<file path="config.mk">
export PLATFORM = sky130hd
export DESIGN_NAME = axi4_lite_demux
export DESIGN_NICKNAME = d
export VERILOG_FILES = /design/src/rtl/axi4_lite_demux.sv
export SDC_FILE = /design/constraint.sdc
export NUM_CORES = 1
export LEC_CHECK = 0
export BUFFER_PORTS_ARGS = -buffer_cell sky130_fd_sc_hd__buf_4
export CORE_AREA = 2 2 283 285
export CTS_CLUSTER_DIAMETER = 120
export DETAILED_ROUTE_END_ITERATION = 8
export DIE_AREA = 0 0 285 287
export MAX_ROUTING_LAYER = met4
export SLEW_MARGIN = 25
export SYNTH_ARGS = -nofsm -noshare
export SYNTH_HDL_FRONTEND = slang
export SYNTH_SLANG_ARGS = --single-unit
</file>
<file path="constraint.sdc">
create_clock -name clk -period 4.1 [get_ports clk]
set_input_delay 0.205 -clock clk [delete_from_list [all_inputs] [get_ports clk]]
set_output_delay 0.205 -clock clk [all_outputs]
set_load 0.005 [all_outputs]
</file>
<file path="src/rtl/axi4_lite_demux.sv">
// axi4_lite_demux: 1-to-NUM_SLAVES AXI4-Lite address demux with decode-error responder.
// Define AXI_DEMUX_TIMEOUT_EN to add a per-path response timeout (SLVERR) and IDLE response draining.
module axi4_lite_demux #(
  parameter int ADDR_WIDTH     = 32,
  parameter int DATA_WIDTH     = 32,
  parameter int NUM_SLAVES     = 4,
  parameter int SEL_LSB        = 12,
  parameter int TIMEOUT_CYCLES = 256
) (
  input  logic                    clk,
  input  logic                    rst,
  input  logic [ADDR_WIDTH-1:0]   up_awaddr_i,
  input  logic                    up_awvalid_i,
  output logic                    up_awready_o,
  input  logic [DATA_WIDTH-1:0]   up_wdata_i,
  input  logic [DATA_WIDTH/8-1:0] up_wstrb_i,
  input  logic                    up_wvalid_i,
  output logic                    up_wready_o,
  output logic                    up_bvalid_o,
  input  logic                    up_bready_i,
  output logic [1:0]              up_bresp_o,
  input  logic [ADDR_WIDTH-1:0]   up_araddr_i,
  input  logic                    up_arvalid_i,
  output logic                    up_arready_o,
  output logic                    up_rvalid_o,
  input  logic                    up_rready_i,
  output logic [DATA_WIDTH-1:0]   up_rdata_o,
  output logic [1:0]              up_rresp_o,
  output logic [ADDR_WIDTH-1:0]   dn_awaddr_o [NUM_SLAVES],
  output logic [NUM_SLAVES-1:0]   dn_awvalid_o,
  input  logic [NUM_SLAVES-1:0]   dn_awready_i,
  output logic [DATA_WIDTH-1:0]   dn_wdata_o [NUM_SLAVES],
  output logic [DATA_WIDTH/8-1:0] dn_wstrb_o [NUM_SLAVES],
  output logic [NUM_SLAVES-1:0]   dn_wvalid_o,
  input  logic [NUM_SLAVES-1:0]   dn_wready_i,
  input  logic [NUM_SLAVES-1:0]   dn_bvalid_i,
  output logic [NUM_SLAVES-1:0]   dn_bready_o,
  input  logic [1:0]              dn_bresp_i [NUM_SLAVES],
  output logic [ADDR_WIDTH-1:0]   dn_araddr_o [NUM_SLAVES],
  output logic [NUM_SLAVES-1:0]   dn_arvalid_o,
  input  logic [NUM_SLAVES-1:0]   dn_arready_i,
  input  logic [NUM_SLAVES-1:0]   dn_rvalid_i,
  output logic [NUM_SLAVES-1:0]   dn_rready_o,
  input  logic [DATA_WIDTH-1:0]   dn_rdata_i [NUM_SLAVES],
  input  logic [1:0]              dn_rresp_i [NUM_SLAVES],
  output logic                    decerr_pulse_o
);
  localparam int SEL_W = NUM_SLAVES > 1 ? $clog2(NUM_SLAVES) : 1;
  localparam logic [SEL_W:0] NS = (SEL_W + 1)'(NUM_SLAVES);
  typedef enum logic [1:0] {WR_IDLE, WR_REQ, WR_RESP, WR_ERR} wr_state_e;
  typedef enum logic [1:0] {RD_IDLE, RD_REQ, RD_RESP, RD_ERR} rd_state_e;
  wr_state_e wr_q;
  rd_state_e rd_q;
  logic [ADDR_WIDTH-1:0] aw_addr_q, ar_addr_q;
  logic [DATA_WIDTH-1:0] w_data_q;
  logic [DATA_WIDTH/8-1:0] w_strb_q;
  logic [SEL_W-1:0] wsel_q, wsel_d, rsel_q, rsel_d;
  logic aw_done_q, aw_done_d, w_done_q, w_done_d, wr_slverr_q, rd_slverr_q, decerr_q;
  logic wr_hit, rd_hit, wr_to, rd_to, idle_rdy;
  assign wsel_d = up_awaddr_i[SEL_LSB +: SEL_W];
  assign rsel_d = up_araddr_i[SEL_LSB +: SEL_W];
  assign wr_hit = {1'b0, wsel_d} < NS;
  assign rd_hit = {1'b0, rsel_d} < NS;
  assign up_awready_o = wr_q == WR_IDLE && !rst && up_awvalid_i && up_wvalid_i;
  assign up_wready_o = up_awready_o;
  assign up_arready_o = rd_q == RD_IDLE && !rst && up_arvalid_i;
  assign aw_done_d = aw_done_q | dn_awready_i[wsel_q];
  assign w_done_d = w_done_q | dn_wready_i[wsel_q];
  assign decerr_pulse_o = decerr_q;
`ifdef AXI_DEMUX_TIMEOUT_EN
  localparam int CW = $clog2(TIMEOUT_CYCLES + 1);
  logic [CW-1:0] wr_cnt_q, rd_cnt_q;
  // Timing stops once the selected slave raises its response valid.
  assign wr_to = (wr_q == WR_REQ || (wr_q == WR_RESP && !dn_bvalid_i[wsel_q])) && wr_cnt_q == CW'(TIMEOUT_CYCLES - 1);
  assign rd_to = (rd_q == RD_REQ || (rd_q == RD_RESP && !dn_rvalid_i[rsel_q])) && rd_cnt_q == CW'(TIMEOUT_CYCLES - 1);
  assign idle_rdy = !rst;
  always_ff @(posedge clk) begin
    wr_cnt_q <= (rst || wr_q == WR_IDLE) ? '0 : wr_cnt_q + 1'b1;
    rd_cnt_q <= (rst || rd_q == RD_IDLE) ? '0 : rd_cnt_q + 1'b1;
  end
`else
  assign wr_to = 1'b0;
  assign rd_to = 1'b0;
  assign idle_rdy = 1'b0 && TIMEOUT_CYCLES > 0;
`endif
  always_comb begin
    dn_awvalid_o = '0;
    dn_wvalid_o = '0;
    dn_arvalid_o = '0;
    dn_bready_o = {NUM_SLAVES{idle_rdy && wr_q == WR_IDLE}};
    dn_rready_o = {NUM_SLAVES{idle_rdy && rd_q == RD_IDLE}};
    dn_awvalid_o[wsel_q] = wr_q == WR_REQ && !aw_done_q;
    dn_wvalid_o[wsel_q] = wr_q == WR_REQ && !w_done_q;
    dn_arvalid_o[rsel_q] = rd_q == RD_REQ;
    if (wr_q == WR_RESP) dn_bready_o[wsel_q] = up_bready_i;
    if (rd_q == RD_RESP) dn_rready_o[rsel_q] = up_rready_i;
    up_bvalid_o = wr_q == WR_ERR || (wr_q == WR_RESP && dn_bvalid_i[wsel_q]);
    up_rvalid_o = rd_q == RD_ERR || (rd_q == RD_RESP && dn_rvalid_i[rsel_q]);
    up_bresp_o = wr_q == WR_ERR ? {1'b1, !wr_slverr_q} : up_bvalid_o ? dn_bresp_i[wsel_q] : 2'b00;
    up_rresp_o = rd_q == RD_ERR ? {1'b1, !rd_slverr_q} : up_rvalid_o ? dn_rresp_i[rsel_q] : 2'b00;
    up_rdata_o = (rd_q == RD_RESP && up_rvalid_o) ? dn_rdata_i[rsel_q] : '0;
    for (int i = 0; i < NUM_SLAVES; i++) begin
      dn_awaddr_o[i] = aw_addr_q;
      dn_wdata_o[i] = w_data_q;
      dn_wstrb_o[i] = w_strb_q;
      dn_araddr_o[i] = ar_addr_q;
    end
  end
  always_ff @(posedge clk) begin
    if (rst) begin
      wr_q <= WR_IDLE;
      rd_q <= RD_IDLE;
      aw_done_q <= 1'b0;
      w_done_q <= 1'b0;
      wr_slverr_q <= 1'b0;
      rd_slverr_q <= 1'b0;
      decerr_q <= 1'b0;
    end else begin
      decerr_q <= (up_awready_o && !wr_hit) || (up_arready_o && !rd_hit);
      case (wr_q)
        WR_IDLE: if (up_awready_o) begin
          aw_addr_q <= up_awaddr_i;
          w_data_q <= up_wdata_i;
          w_strb_q <= up_wstrb_i;
          wsel_q <= wsel_d;
          aw_done_q <= 1'b0;
          w_done_q <= 1'b0;
          wr_slverr_q <= 1'b0;
          wr_q <= wr_hit ? WR_REQ : WR_ERR;
        end
        WR_REQ: begin
          aw_done_q <= aw_done_d;
          w_done_q <= w_done_d;
          if (aw_done_d && w_done_d) wr_q <= WR_RESP;
        end
        WR_RESP, WR_ERR: if (up_bvalid_o && up_bready_i) wr_q <= WR_IDLE;
      endcase
      if (wr_to) begin
        wr_q <= WR_ERR;
        wr_slverr_q <= 1'b1;
      end
      case (rd_q)
        RD_IDLE: if (up_arready_o) begin
          ar_addr_q <= up_araddr_i;
          rsel_q <= rsel_d;
          rd_slverr_q <= 1'b0;
          rd_q <= rd_hit ? RD_REQ : RD_ERR;
        end
        RD_REQ: if (dn_arready_i[rsel_q]) rd_q <= RD_RESP;
        RD_RESP, RD_ERR: if (up_rvalid_o && up_rready_i) rd_q <= RD_IDLE;
      endcase
      if (rd_to) begin
        rd_q <= RD_ERR;
        rd_slverr_q <= 1'b1;
      end
    end
  end
endmodule

</file>
==> impl_metrics.env <==
export IMPL_maxSlewViolCount=0
export IMPL_cts_sinks=106
export IMPL_ctsRootBufferMaster="clkbuf_16"
export IMPL_gp_congestion=0.8021
export IMPL_synth_area_sq_mm=0.007024
export IMPL_cts_tree="yes"
export IMPL_rsz0062_at_grt="false"
export IMPL_grt_max_degree=69
export IMPL_postCtsSetupBuffers=0
export IMPL_worstHoldPathCells=1
export IMPL_crit_required_ps=3890
export IMPL_maxSlewHeadroom_pct=54.03
export IMPL_chipHeight_um=287
export IMPL_htreeDepth=3
export IMPL_min_period_over_period_pct=65.08
export IMPL_grt_ovfl_total=0
export IMPL_synth_simple_area_share_pct=6.840
export IMPL_cts_resized=0
export IMPL_synthMuxAreaShare_pct=13.15
export IMPL_drc=0
export IMPL_setup_viol=0
export IMPL_finalHoldWorstSlack_ps=40.05
export IMPL_syn_inst=576
export IMPL_grt_pass1_wl_mm=55.57
export IMPL_synth_compound_area_share_pct=1.585
export IMPL_hold_violations=0
export IMPL_cts_made_buffers=9
export IMPL_cts_clk_slew_worst_paths_ps=100
export IMPL_track_usage_pct=10.61
export IMPL_hold_end="ar_addr_q[12]"
export IMPL_synthesis_nets=847
export IMPL_max_cap_violations=0
export IMPL_critPathKind="flip-flop to output port"
export IMPL_setup_tns_ps=0
export IMPL_power_leakage_nw=5.701
export IMPL_cts_path_max_buffers=2
export IMPL_vias=6435
export IMPL_rows=103
export IMPL_numPortBuffers=731
export IMPL_syn2layout_area_growth_pct=82.42
export IMPL_synthXorXnorAreaFrac_pct=0
export IMPL_ys_seq_elements=106
export IMPL_final_cell_mix="buf_4 (737), edfxtp_1 (100), dlygate4sd3_1 (98)"
export IMPL_fin_skew_ps=15.11
export IMPL_die_area_sq_mm=0.08180
export IMPL_core_area_sq_mm=0.07861
export IMPL_drive_gt1_share_pct=72.28
export IMPL_hold_path_class="primary input to flip-flop"
export IMPL_ant_nets=0
export IMPL_max_vdd_ir_drop_v=0.0002026
export IMPL_endpoint_kind="output port"
export IMPL_r2r_start="ar_addr_q[13]"
export IMPL_reg2reg_to="rd_q[1]"
export IMPL_ff2ff_path_depth=4
export IMPL_p_per_area_mw_per_mm2=237.3
export IMPL_cpMostUsedCell="buf_4"
export IMPL_initial_utilization_pct=8.935
export IMPL_layout_nets=1370
export IMPL_regToRegSetupSlack_ps=1920
export IMPL_critPathArrivalTime_ps=2460
export IMPL_dr_pass1_iters=4
export IMPL_critPathLaunch="ar_addr_q[13]"
export IMPL_crit_path_max_incr_delay_ps=740
export IMPL_tightest_slew_ps=689.6
export IMPL_synthAdderAreaFrac_pct=0
export IMPL_drt_wl_total_mm=45.38
export IMPL_drtIter0Drc=264
export IMPL_critPathMaxFanout=45
export IMPL_hold_start="up_araddr_i[12]"
export IMPL_fill_cells=8895
export IMPL_grt_pass1_vias=6263
export IMPL_ys_seq_area_share_pct=44.46
export IMPL_dp_hpwl_mm=39.73
export IMPL_syn_area_per_cell_sq_um=12.19
export IMPL_final_common_cell="buf_4"
export IMPL_antenna_found_initial=11
export IMPL_die_width_um=285
export IMPL_setup_worst_path_start_class="flip-flop"
export IMPL_wl_per_cell_um=21.02
export IMPL_crit_chain="buf_4 -> mux4_2 -> a21oi_1 -> nor2b_1 -> buf_4"
export IMPL_outcome="finished clean"
export IMPL_ys_types=30
export IMPL_timing_fmax_mhz=374.8
export IMPL_synth_top_family_by_area="buffers and inverters"
export IMPL_viasPerCell=2.981
export IMPL_floorplan_io_pins=733
export IMPL_clk_latency_ps=390
export IMPL_fin_crit_ps=2668
export IMPL_synth_warning_count=0
export IMPL_cpMaxStageDelayCell="mux4_2"
synth_stat cells, drive strengths merged:
library cell	count	area share [%]
nand4bb	1	0.16
dfxtp	6	1.7
nor2	21	1.1
nand3b	1	0.11
and3	33	2.9
a21oi	8	0.57
nand2	9	0.48
nor4	4	0.36
nor3	2	0.14
buf	310	33
o311ai	1	0.12
nor3b	2	0.21
conb	1	0.053
o22ai	1	0.089
nor2b	4	0.36
clkbuf	14	0.75
or4	1	0.11
o21a	1	0.11
o21ai	2	0.14
a211o	2	0.25
inv	1	0.053
edfxtp	100	43
nand2b	4	0.36
a211oi	1	0.18
and3b	1	0.12
o221ai	1	0.12
mux4	41	13
nor4b	3	0.37
critical path, delay by kind of cell, from the launching register on:
family	cells	cell delay, ps
compound gates	1	130
flops	1	340
mux	1	740
simple gates	1	170
buf+inv	2	630
power by group:
group | internal, mW | switching (mW)
Combinational | 0.481 | 0.296
Clock | 0.426 | 0.515
Sequential | 1.24 | 0.0852
Total | 2.14 | 0.896
cell families after synthesis:
kind of cell	count (synthesis)
other	1
muxes	41
and+or+nand+nor	86
DFF	106
buffers and inverters	325
AOI/OAI and AO/OA	17
metal layers:
layer	vias to the layer above	track usage (%)	routed length, um
li1	2770	-	-
met4	0	3.730	1435
met5	-	-	0
met2	472	19.15	23650
met1	3148	11.22	16640
met3	45	2.635	3658
through the flow:
step	utilization [%]	worst slack [ps]	total power, mW	std cells	instance area [sq um]
2_1_floorplan	-	221.7	1.607	576	7030
3_3_place_gp	14.68	1797	2.057	2040	11540
3_5_place_dp	14.68	1773	2.060	2040	11540
4_1_cts	16.28	1295	3.152	2154	12800
5_1_grt	16.30	1242	3.202	2159	12810
6_report	16.30	1432	3.041	2159	12810
sequential cells by signal, summed over array words and instances (netlist names):
signal / flops
aw_done_q: 1
aw_addr_q: 32
rd_q: 2
ar_addr_q: 32
w_strb_q: 4
wr_q: 2
w_done_q: 1
w_data_q: 32
worst max path at each step:
stage	endpoint	slack [ps]
after floorplan	aw_addr_q[0]	220
after global placement	up_rdata_o[16]	1800
after detailed placement	up_rdata_o[16]	1770
after CTS	up_rdata_o[16]	1290
after global routing	up_rresp_o[0]	1240
final	up_rresp_o[0]	1430
final cells by class:
type	instances	area [sq um]	share of cell area, %
Timing Repair Buffer	836	6534	50.99
Sequential cell	106	3123	24.37
Multi-Input combinational cell	145	1544	12.05
Tap cell	1050	1314	10.25
Clock buffer	9	225.2	1.758
Clock inverter	7	57.56	0.4492
Antenna cell	5	12.51	0.09765
Inverter	1	3.754	0.02929
what timing repair did:
action / in CTS / in global routing
hold endpoints to repair: 98 / 0
hold buffers: 98 / 0
setup endpoints to repair: 0 / 0
Power figures use the tool's default switching activity.
